**config.mk**
```make
export PLATFORM = sky130hd
export DESIGN_NAME = lc3_exec_unit_flat
export DESIGN_NICKNAME = d
export VERILOG_FILES = /design/src/rtl/lc3_exec_unit_if.sv /design/src/rtl/lc3_exec_unit.sv /design/src/flat_wrapper.sv
export SDC_FILE = /design/constraint.sdc
export NUM_CORES = 1
export LEC_CHECK = 0
export BUFFER_PORTS_ARGS = -buffer_cell sky130_fd_sc_hd__buf_2
export CORE_ASPECT_RATIO = 1.5
export CORE_MARGIN = 2
export CORE_UTILIZATION = 53
export CTS_BUF_LIST = sky130_fd_sc_hd__clkbuf_16
export CTS_CLUSTER_DIAMETER = 80
export CTS_CLUSTER_SIZE = 25
export DETAILED_ROUTE_END_ITERATION = 8
export GPL_TIMING_DRIVEN = 0
export MAX_ROUTING_LAYER = met4
export PLACE_DENSITY = 0.85
export SYNTH_ARGS = -nofsm -noshare
export SYNTH_HDL_FRONTEND = slang
export SYNTH_SLANG_ARGS = --single-unit
```
**constraint.sdc**
```tcl
create_clock -name clk -period 3.35 [get_ports clk]
set_input_delay 0.8375 -clock clk [delete_from_list [all_inputs] [get_ports clk]]
set_output_delay 0.8375 -clock clk [all_outputs]
set_load 0.05 [all_outputs]
```
**src/rtl/lc3_exec_unit_if.sv**
```systemverilog
// lc3_exec_unit_if: issue handshake and register-file port bundle
// for the LC-3 operate-instruction execute stage.
interface lc3_exec_unit_if #(
    parameter int WIDTH = 16
);
    logic             issue_valid;
    logic             issue_ready;
    logic [WIDTH-1:0] ir;
    logic [2:0]       sr1;
    logic [2:0]       sr2;
    logic [WIDTH-1:0] sr1_data;
    logic [WIDTH-1:0] sr2_data;
    logic [2:0]       dr;
    logic             ld_reg;
    logic [WIDTH-1:0] bus_out;
    logic [2:0]       nzp;
    logic             done;
    logic             illegal;

    modport master (
        output issue_valid, ir, sr1_data, sr2_data,
        input  issue_ready, sr1, sr2, dr, ld_reg,
        input  bus_out, nzp, done, illegal
    );

    modport slave (
        input  issue_valid, ir, sr1_data, sr2_data,
        output issue_ready, sr1, sr2, dr, ld_reg,
        output bus_out, nzp, done, illegal
    );
endinterface

```
**src/rtl/lc3_exec_unit.sv**
```systemverilog
// lc3_exec_unit: multi-cycle LC-3 ADD/AND/NOT execute stage that
// drives the register file selects, write-back and NZP codes.
module lc3_exec_unit #(
    parameter int WIDTH = 16
) (
    input logic             clk,
    input logic             rst_n,
    lc3_exec_unit_if.slave  bus
);
    typedef enum logic [1:0] {
        IDLE,
        RD,
        EX,
        WB
    } state_t;

    state_t           state_q;
    state_t           state_d;
    logic [WIDTH-1:0] ir_q;
    logic [WIDTH-1:0] result_q;
    logic [WIDTH-1:0] opb;
    logic [WIDTH-1:0] alu;
    logic [2:0]       nzp_q;
    logic             ld_q;
    logic             done_q;
    logic             ill_q;
    logic             is_add;
    logic             is_and;
    logic             is_not;
    logic             legal;
    logic             accept;

    assign accept = (state_q == IDLE) && bus.issue_valid;

    // Opcode decode of the latched instruction
    always_comb begin
        is_add = (ir_q[15:12] == 4'b0001);
        is_and = (ir_q[15:12] == 4'b0101);
        is_not = (ir_q[15:12] == 4'b1001);
        legal  = is_add | is_and | is_not;
    end

    // Operand select and ALU, valid while in EX
    always_comb begin
        opb = ir_q[5] ? {{(WIDTH-5){ir_q[4]}}, ir_q[4:0]}
                      : bus.sr2_data;
        alu = '0;
        unique case (1'b1)
            is_add:  alu = bus.sr1_data + opb;
            is_and:  alu = bus.sr1_data & opb;
            is_not:  alu = ~bus.sr1_data;
            default: alu = '0;
        endcase
    end

    // Next-state sequencing: fixed RD/EX/WB walk after an accept
    always_comb begin
        state_d = state_q;
        unique case (state_q)
            IDLE:    if (bus.issue_valid) state_d = RD;
            RD:      state_d = EX;
            EX:      state_d = WB;
            WB:      state_d = IDLE;
            default: state_d = IDLE;
        endcase
    end

    // State register
    always_ff @(posedge clk or negedge rst_n) begin
        if (!rst_n) state_q <= IDLE;
        else        state_q <= state_d;
    end

    // Instruction latch, result capture and registered WB pulses
    always_ff @(posedge clk or negedge rst_n) begin
        if (!rst_n) begin
            ir_q     <= '0;
            result_q <= '0;
            ld_q     <= 1'b0;
            done_q   <= 1'b0;
            ill_q    <= 1'b0;
        end else begin
            if (accept) ir_q <= bus.ir;
            if (state_q == EX && legal) result_q <= alu;
            ld_q   <= (state_q == EX) && legal;
            done_q <= (state_q == EX);
            ill_q  <= (state_q == EX) && !legal;
        end
    end

    // Condition codes follow each committed write
    always_ff @(posedge clk or negedge rst_n) begin
        if (!rst_n) begin
            nzp_q <= 3'b010;
        end else if (state_q == WB && ld_q) begin
            if (result_q[WIDTH-1])  nzp_q <= 3'b100;
            else if (result_q == '0) nzp_q <= 3'b010;
            else                     nzp_q <= 3'b001;
        end
    end

    assign bus.issue_ready = (state_q == IDLE);
    assign bus.sr1         = ir_q[8:6];
    assign bus.sr2         = ir_q[2:0];
    assign bus.dr          = ir_q[11:9];
    assign bus.bus_out     = result_q;
    assign bus.ld_reg      = ld_q;
    assign bus.done        = done_q;
    assign bus.illegal     = ill_q;
    assign bus.nzp         = nzp_q;
endmodule

```
**src/flat_wrapper.sv**
```systemverilog
// flat-port wrapper written by rule: the top's interface ports become plain ports
module lc3_exec_unit_flat 
#(
    parameter int WIDTH = 16
)
  (clk, rst_n, bus_issue_valid, bus_ir, bus_sr1_data, bus_sr2_data, bus_issue_ready, bus_sr1, bus_sr2, bus_dr, bus_ld_reg, bus_bus_out, bus_nzp, bus_done, bus_illegal);
  lc3_exec_unit_if #(.WIDTH(WIDTH)) bus_i ();
  input logic clk;
  input logic rst_n;
  input wire logic [$bits(bus_i.issue_valid)-1:0] bus_issue_valid;
  input wire logic [$bits(bus_i.ir)-1:0] bus_ir;
  input wire logic [$bits(bus_i.sr1_data)-1:0] bus_sr1_data;
  input wire logic [$bits(bus_i.sr2_data)-1:0] bus_sr2_data;
  output wire logic [$bits(bus_i.issue_ready)-1:0] bus_issue_ready;
  output wire logic [$bits(bus_i.sr1)-1:0] bus_sr1;
  output wire logic [$bits(bus_i.sr2)-1:0] bus_sr2;
  output wire logic [$bits(bus_i.dr)-1:0] bus_dr;
  output wire logic [$bits(bus_i.ld_reg)-1:0] bus_ld_reg;
  output wire logic [$bits(bus_i.bus_out)-1:0] bus_bus_out;
  output wire logic [$bits(bus_i.nzp)-1:0] bus_nzp;
  output wire logic [$bits(bus_i.done)-1:0] bus_done;
  output wire logic [$bits(bus_i.illegal)-1:0] bus_illegal;
  assign bus_i.issue_valid = bus_issue_valid;
  assign bus_i.ir = bus_ir;
  assign bus_i.sr1_data = bus_sr1_data;
  assign bus_i.sr2_data = bus_sr2_data;
  assign bus_issue_ready = bus_i.issue_ready;
  assign bus_sr1 = bus_i.sr1;
  assign bus_sr2 = bus_i.sr2;
  assign bus_dr = bus_i.dr;
  assign bus_ld_reg = bus_i.ld_reg;
  assign bus_bus_out = bus_i.bus_out;
  assign bus_nzp = bus_i.nzp;
  assign bus_done = bus_i.done;
  assign bus_illegal = bus_i.illegal;
  lc3_exec_unit #(.WIDTH(WIDTH)) u_core (.clk(clk), .rst_n(rst_n), .bus(bus_i));
endmodule
```
# ---- Word-level counts from Yosys, hierarchy flattened
# Cells that the tools add are included.
# W data, S select, Z words.
dict set report op_classes {
  addsub 1
  n_eq_ne 7
  mux 6
  bitwise 4
  reduce_logical 7
}
# cell count
set ops {}
lappend ops {{$pmux W16 S3} 1}
lappend ops {{$add A16 B16 Y16} 1}
lappend ops {{$and A16 B16 Y16} 1}
lappend ops {{$logic_not A16 Y1} 1}
lappend ops {{$mux W16} 1}
lappend ops {{$not A16 Y16} 1}
lappend ops {{$pmux W2 S4} 1}
lappend ops {{$eq A2 B2 Y1 const B} 2}
lappend ops {{$eq A4 B1 Y1 const B} 1}
lappend ops {{$eq A4 B3 Y1 const B} 1}
lappend ops {{$eq A4 B4 Y1 const B} 1}
lappend ops {{$logic_and A1 B1 Y1} 4}
lappend ops {{$mux W2} 2}
lappend ops {{$mux W3} 1}
lappend ops {{$eq A2 B1 Y1 const B} 1}
lappend ops {{$logic_not A2 Y1} 1}
lappend ops {{$ne A2 B2 Y1 const B} 1}
lappend ops {{$or A1 B1 Y1} 2}
lappend ops {{$logic_not A1 Y1} 1}
dict set report word_totals {
  ff_bits 40
  inputBits 51
  output_inout_bits 32
  elab_cells 32
}

# ---- Depth between registers and ports, before layout
# Gate-level depths: netlist (run 1).
dict set report depth {
  word_depth 5
  mapped_depth 12
  depth_no_buf 9
}

# ---- Worst setup path before layout (run 1)
# No wires, ideal clock.
dict set report synth_path {
  kind {input to register}
  from {input bus_sr2_data[0]}
  to {register u_core.result_q[12] (netlist: u_core.bus.bus_out[12])}
  setup_time_ns 0.125
  t_arrival_ns 2.737
  required_ns 3.225
  setup_slack_ns 0.489
  stages 9
  path_buffers 0
  cell_sequence {mux2_2 -> ha_1 -> fa_1 -> a21oi_1 -> o21ai_1 -> a21o_4 -> a311oi_2 -> mux2i_1 -> a21oi_1}
}
dict set report synth_between {
  elab_chain_len 3
}
# item line
set synth_lines {}
lappend synth_lines {{from (decl)} flat_wrapper.sv:13} ;# input wire logic [$bits(bus_i.sr2_data)-1:0] bus_sr2_data;
lappend synth_lines {{$mux W16} lc3_exec_unit.sv:45} ;# opb = ir_q[5] ? {{(WIDTH-5){ir_q[4]}}, ir_q[4:0]}
lappend synth_lines {{$add A16 B16 Y16} lc3_exec_unit.sv:49} ;# is_add: alu = bus.sr1_data + opb;
lappend synth_lines {{$pmux W16 S3} lc3_exec_unit.sv:48} ;# unique case (1'b1)
lappend synth_lines {{to (signal assigned)} lc3_exec_unit.sv:84} ;# if (state_q == EX && legal) result_q <= alu;
lappend synth_lines {{to (decl)} lc3_exec_unit.sv:20} ;# logic [WIDTH-1:0] result_q;
# Every way passes these cells.
# A chain may end at the register's enable or synchronous reset.

# ---- Worst setup path after layout (run 1)
dict set report layout_path {
  from {register u_core.ir_q[5]}
  to {register u_core.result_q[14] (netlist: u_core.bus.bus_out[14])}
}
dict set report layout_between {
  elab_chain_len 3
  elab_cells_between_ends 4
  cone_classes {add/sub: 1; mux: 2; bitwise: 1}
}
# item line
set layout_lines {}
lappend layout_lines {{from (decl)} lc3_exec_unit.sv:19} ;# logic [WIDTH-1:0] ir_q;
lappend layout_lines {{from (signal assigned)} lc3_exec_unit.sv:83} ;# if (accept) ir_q <= bus.ir;
lappend layout_lines {{$mux W16 *} lc3_exec_unit.sv:45}
lappend layout_lines {{$add A16 B16 Y16 / $and A16 B16 Y16 (equally long branches)} {lc3_exec_unit.sv:49, lc3_exec_unit.sv:50}}
lappend layout_lines {{$pmux W16 S3 *} lc3_exec_unit.sv:48}
# Every way passes the cells marked *; elsewhere a longest branch is shown, timed or not.

==> results.md, run 1 <==
* Cells after Synth at between 300 and 400
* NetSw at between 2 and 2.5 mW
* Result of the run: completed
* Setup TNS Final at 0 ns
* Post-cts sizing count at 0
* Gr ovfl total at 0
* Fmax at 318 MHz
* Slowest CP cell: clkbuf_1
* Worst-path fanout max at 10
* I/O pin total at 83
* Setup CP Type: flop to flop
* CP Launch Type: flop
* Area after DPL at 3360 µm²
* Initial Util at 55.5%
* Final worst-path cycle share at 93.8%
* Comb power frac at 67.9%
* Synth Flop Type: dfrtp_1
* DP HPWL at approximately 6200 µm
* H-Tree Depth at 2
* Slowest cell delay on critical path at around 0.37 ns
* Cell Pwr Density at roughly 1200 nW/µm²
* Register area share after synthesis at 34.9%
* CTS tree: yes
* DRT iter0 DRCs at 187
* Vias in the first global route at 2754
* Post-DR wirelength/cell at 16.4 µm
* Nets at 484
* Most frequent CP cell: clkbuf_1
* MaxCap Viol Count at 0
* Final Instance Area at 3500 µm²
* Post-synthesis async set-or-reset flop share at between 90% and 100%
* CTS Buf Count at 5
* RSZ-0062 raised after global routing: false
* Syn Area/Cell at 8.85 µm²
* Worst Hold Class: flop to flop
* Initial antenna violation count at 0
* Setup Viol. Count Final at 0
* Routed WL at 7920 µm
* Layout area overhead at 22.1%
* Clock network fraction of design power at 10.9%
* Final setup margin at 0.207 ns
* Clk slew on worst S/H paths at 0.06 ns
* Dpl ws at approximately 0.14 ns
* Maximum vdd ir drop at 599 µV
* DR pass1 iterations at 4
* Normalized max-slew margin at 41.7%
* Synthesized flop and latch total at 40
* ANT cells at 0
* Most common cell after layout, fill and taps aside: buf_2
* Count of cell types in the netlist at 50
* Die Area at 6030 µm²
* Clk_lat worst skew at approximately 0.28 ns
* Slew Limit Fails at 0
* Switching part of the total power at 52.6%
* Final Hold Vio Count at 0
* Netlist Area Pre-Place at around 2900 µm²
* # port buffers at 82
* Hold_buf cts at 0
* Critical path capture point type: flop
* Register area at 1000 µm²
* Post-CTS repair timing setup buffer count at 0
* Largest net degree at the start of global routing at 41
* Crit path cell chain: clkbuf_1 -> nand2_1 -> clkbuf_1 -> o21ai_0 -> ha_1 -> buf_6 -> a21oi_1 -> o21ai_1 -> a221o_1 -> a31oi_2 -> xor2_1 -> o22ai_1
* Number of synthesized flops with an enable pin at 0
* Root buffer selected by CTS: clkbuf_16
* Clk sinks at 40
* Critical path arrival at 3.30 ns
* Routed Antenna Nets at 0
* Fill cell count at ~420
* CORE AREA at 5160 µm²
* Pleak at 1.74 nW
* Number of remaining DRC errors at 0
* Sequential share of power at about a fifth
* GPL Wtd Cong at 0.926
* Worst EP required at about 3.5 ns
* Largest cells by area after synthesis: dfrtp_1, ha_1, mux2_2, o21ai_0, nand2_1
* Worst Max-Slew Pin Slew at 0.874 ns
* Via count at about 2700
* Clock buffer depth at 2
* Die X at 64.1 µm
* Crit path time final at 3.14 ns
* Largest area contributor in the netlist: dfrtp_1
* Share of the synthesized area in the top cell type at 34.0%
* Syn nets at 395
* Die Span Y at 94.1 µm
* Layout Skew at approximately 0.0028 ns
* Final Hold Slack at 0.476 ns
* Internal power at 1.95 mW
* Gr usage total at approximately 29%
* Standard-cell rows at 32
* First-pass GRT wire length at 12900 µm
* Multi-input logic area at 1650 µm²
* Layout cells sized above 1 at 31.9%
* Routed vias/inst at approximately 5.7
* Yosys warns at 0
* Most frequent cells in the layout: buf_2, dfrtp_1, nand2_1, o21ai_0, a21oi_1
==> path summary, 6_finish.rpt <==
kind                                    from                     end  slack, ns  depth (start not counted)
setup / recovery              u_core.ir_q[5]  u_core.bus.bus_out[14]       0.21                         12
hold / removal             u_core.bus.nzp[1]       u_core.bus.nzp[1]       0.48                          2
setup reg to reg              u_core.ir_q[5]  u_core.bus.bus_out[14]       0.21                         12
hold reg to reg            u_core.bus.nzp[1]       u_core.bus.nzp[1]       0.48                          2
max in group asynchronous              rst_n       u_core.state_q[1]       2.13                          1
min in group asynchronous              rst_n          u_core.ir_q[1]       0.67                          1
==> power groups by stage <==
stage / Sequential, mW / Clock (mW) / Combinational (mW)
finish: 0.873 / 0.451 / 2.80
detailed placement: 0.876 / 0 / 2.77
floorplan: 1.24 / 0 / 1.76
CTS: 0.870 / 0.455 / 2.79
global placement: 0.859 / 0 / 2.73
global route: 0.895 / 0.476 / 3.04
==> synth_stat cells, types with 2 or more instances <==
| cell type | count |
|---|---|
| nor3_1 | 2 |
| mux2i_1 | 4 |
| buf_2 | 3 |
| clkbuf_1 | 9 |
| a221oi_1 | 4 |
| nand4_1 | 2 |
| a21o_1 | 4 |
| xnor2_1 | 4 |
| and3_1 | 5 |
| buf_4 | 9 |
| o31ai_1 | 4 |
| a21oi_1 | 25 |
| nand2_1 | 34 |
| nor4_1 | 4 |
| a22oi_1 | 2 |
| a31oi_1 | 3 |
| xor2_1 | 7 |
| nor2b_1 | 2 |
| o21ai_1 | 8 |
| ha_1 | 19 |
| buf_6 | 2 |
| dfrtp_1 | 39 |
| o21bai_1 | 2 |
| inv_1 | 20 |
| mux2_2 | 21 |
| o21ai_0 | 31 |
| o211ai_1 | 2 |
| nor2_1 | 21 |
| o22a_1 | 3 |
| o22ai_1 | 3 |
| nand3_1 | 6 |
| and2_0 | 2 |
==> cell type report <==
| class | count | share of cell area, % |
|---|---|---|
| flip-flops and latches | 40 | 28.6 |
| plain buffers | 23 | 3.97 |
| repair buffers | 82 | 11.7 |
| multi-input cells | 240 | 47.1 |
| clock buffers | 5 | 3.57 |
| inverters | 21 | 2.25 |
| well taps | 68 | 2.43 |
| clock inverters | 3 | 0.357 |
==> critical path, delay by kind of cell (launching register included) <==
| kind | cells | cell delay (ns) |
|---|---|---|
| AO/OA/AOI/OAI | 6 | 1.27 |
| buffers and inverters | 3 | 0.74 |
| flip-flops | 1 | 0.36 |
| adder cells (fa/ha/maj) | 1 | 0.32 |
| AND/OR/NAND/NOR | 1 | 0.18 |
| XOR/XNOR | 1 | 0.17 |
==> routing by layer <==
metal	routed length [µm]	GRT usage, %	up-vias
met3	400	3.72	9
li1	-	-	1322
met1	2970	30.9	1299
met5	0	-	-
met2	4400	53.1	94
met4	144	10.9	0
==> kinds of logic after synthesis <==
logic type	share of synthesized area [%]
compound gates	22.5
flops	34.9
mux	9.64
simple gates	13.0
buf+inv	7.59
xor+xnor	3.36
fa+ha+maj	8.98
==> stage by stage <==
stage | power (mW) | cells | utilization [%]
final | 4.13 | 482 | 67.8
after global routing | 4.41 | 482 | 67.8
after CTS | 4.12 | 482 | 67.8
after detailed placement | 3.65 | 474 | 65.1
after global placement | 3.59 | 474 | 65.1
after floorplan | 3.00 | 324 | -
Note: power is estimated with default switching activity, not from simulation.
==> inputs of run 2 (changes only) <==
--- a/config.mk
+++ b/config.mk
@@ -7,7 +7,7 @@
 export LEC_CHECK = 0
 export BUFFER_PORTS_ARGS = -buffer_cell sky130_fd_sc_hd__buf_2
 export CORE_ASPECT_RATIO = 1.5
-export CORE_MARGIN = 2
+export CORE_MARGIN = 5
 export CORE_UTILIZATION = 53
 export CTS_BUF_LIST = sky130_fd_sc_hd__clkbuf_16
 export CTS_CLUSTER_DIAMETER = 80
==> results.md, run 2 (synthesis results as in run 1) <==
* Critical path capture point type: flop
* Post-route insts no fill at between 400 and 500
* Dpl ws at 0.194 ns
* Die X at 70.1 µm
* Layout Skew at approximately 0.0026 ns
* Nets at a little under 500
* Final worst-path cycle share at 91.3%
* Die Area at 7020 µm²
* Worst Max-Slew Pin Slew at ~0.85 ns
* Internal power at 1.95 mW
* Result of the run: completed
* Most frequent cells in the layout: buf_2, dfrtp_1, nand2_1, o21ai_0, a21oi_1
* CORE AREA at 5200 µm²
* Fill cell count at ~450
* Crit path time final at slightly above 3 ns
* Most common cell after layout, fill and taps aside: buf_2
* Switching part of the total power at 52.4%
* Cell Pwr Density at ~1200 nW/µm²
* Initial Util at 55.1%
* RSZ-0062 raised after global routing: false
* CTS tree: yes
* ANT cells at 0
* Busiest metal layer after global routing: met2
* GPL Wtd Cong at 0.944
* Worst Hold Class: flop to flop
* H-Tree Depth at 2
* Pwr Total at about 4.1 mW
* Final core occ at between 60% and 70%
* Largest net degree at the start of global routing at 41
* Final Hold Vio Count at 0
* Maximum vdd ir drop at 563 µV
* Gr usage total at 23.8%
* Normalized max-slew margin at 43.2%
* Layout cells sized above 1 at roughly a third
* Setup CP Type: flop to flop
* Gr ovfl total at 0
* CTS Buf Count at 5
* I/O pin total at 83
* Post-CTS repair timing setup buffer count at 0
* Via count at 2716
* Number of remaining DRC errors at 0
* Fmax at about 330 MHz
* Placed insts at 474
* DRT iter0 DRCs at about 140
* Routed WL at just under 8000 µm
* Setup Viol. Count Final at 0
* Post-DR wirelength/cell at approximately 16 µm
* Slew Limit Fails at 0
* Clock buffer depth at 2
* Setup TNS Final at 0 ns
* Vias in the first global route at 2724
* First-pass GRT wire length at 13000 µm
* Met3 Track Usage GR at between 2 and 3%
* Initial antenna violation count at 0
* Global routing usage on met1 at a little over a quarter
* Pleak at 1.73 nW
* Layout area overhead at 22.0%
* DP HPWL at 6210 µm
* Die Span Y at between 100 and 150 µm
* Final setup margin at between 0.2 and 0.3 ns
* CP Launch Type: flop
* Clk sinks at 40
* Worst-path fanout max at 9
* Clk_lat worst skew at 0.28 ns
* Clock network fraction of design power at 11.0%
* Routed vias/inst at ~5.6
* Routing usage on met2 at 42.4%
* DR pass1 iterations at 4
* Root buffer selected by CTS: clkbuf_16
* Routed Antenna Nets at 0
* Sequential share of power at 21.3%
* Worst EP required at 3.51 ns
* NetSw at roughly 2.1 mW
* Critical path arrival at 3.22 ns
* # port buffers at 82
* Standard-cell rows at 32
* Comb power frac at 67.7%
* Clk slew on worst S/H paths at around 0.060 ns
* MaxCap Viol Count at 0
## run 2: per-stage QoR
| stage | hold slack [ns] | cell area [µm²] |
|---|---|---|
| global placement | 0.468 | 3360 |
| global route | 0.521 | 3500 |
| detailed placement | 0.490 | 3360 |
| CTS | 0.504 | 3500 |
| finish | 0.500 | 3500 |
| floorplan | 0.471 | 2870 |
## run 2: worst paths after layout
path / from / end / slack [ns] / cells after the start
setup / recovery: u_core.ir_q[5] / u_core.bus.bus_out[12] / 0.29 / 10
max in group asynchronous: rst_n / u_core.state_q[1] / 2.15 / 1
hold / removal: u_core.bus.nzp[0] / u_core.bus.nzp[0] / 0.50 / 1
setup reg to reg: u_core.ir_q[5] / u_core.bus.bus_out[12] / 0.29 / 10
min in group asynchronous: rst_n / u_core.ir_q[1] / 0.66 / 1
hold reg to reg: u_core.bus.nzp[0] / u_core.bus.nzp[0] / 0.50 / 1
## run 2: final cells by class
type	instances	area, µm²	share of cell area (%)
inverter	21	78.8	2.25
buffer	22	135	3.86
clock buffer	5	125	3.58
sequential	40	1000	28.6
clock inverter	3	13.8	0.393
multi-input combinational	240	1650	47.1
tap	68	85.1	2.43
timing repair buffer	82	410	11.7
## run 2: metal layers
layer  share of wire, %  vias to the layer above
met2                 53                       85
li1                   -                     1325
met3                4.8                       20
met5                  0                        -
met1                 38                     1286
met4                3.5                        0
## run 2: what timing repair did
| item | in CTS | in global routing |
|---|---|---|
| gates resized for setup | 0 | 0 |
| hold buffers | 0 | 0 |
| endpoints found under the setup margin | 0 | 1 |
## run 2: power groups by stage
stage | logic (mW) | clock network, mW | registers (mW)
after floorplan | 1.76 | 0 | 1.24
after global placement | 2.70 | 0 | 0.862
after detailed placement | 2.75 | 0 | 0.878
after CTS | 2.78 | 0.451 | 0.871
after global routing | 3.02 | 0.471 | 0.902
final | 2.77 | 0.449 | 0.875
## run 2: critical path, cell delays in order, from the launching register on
cell	delay, ns
dfrtp_1	0.32
clkbuf_1	0.37
mux2_2	0.41
ha_1	0.23
fa_1	0.41
a21oi_1	0.22
o21ai_1	0.10
a21o_4	0.25
a311oi_2	0.31
mux2i_1	0.24
a21oi_1	0.08
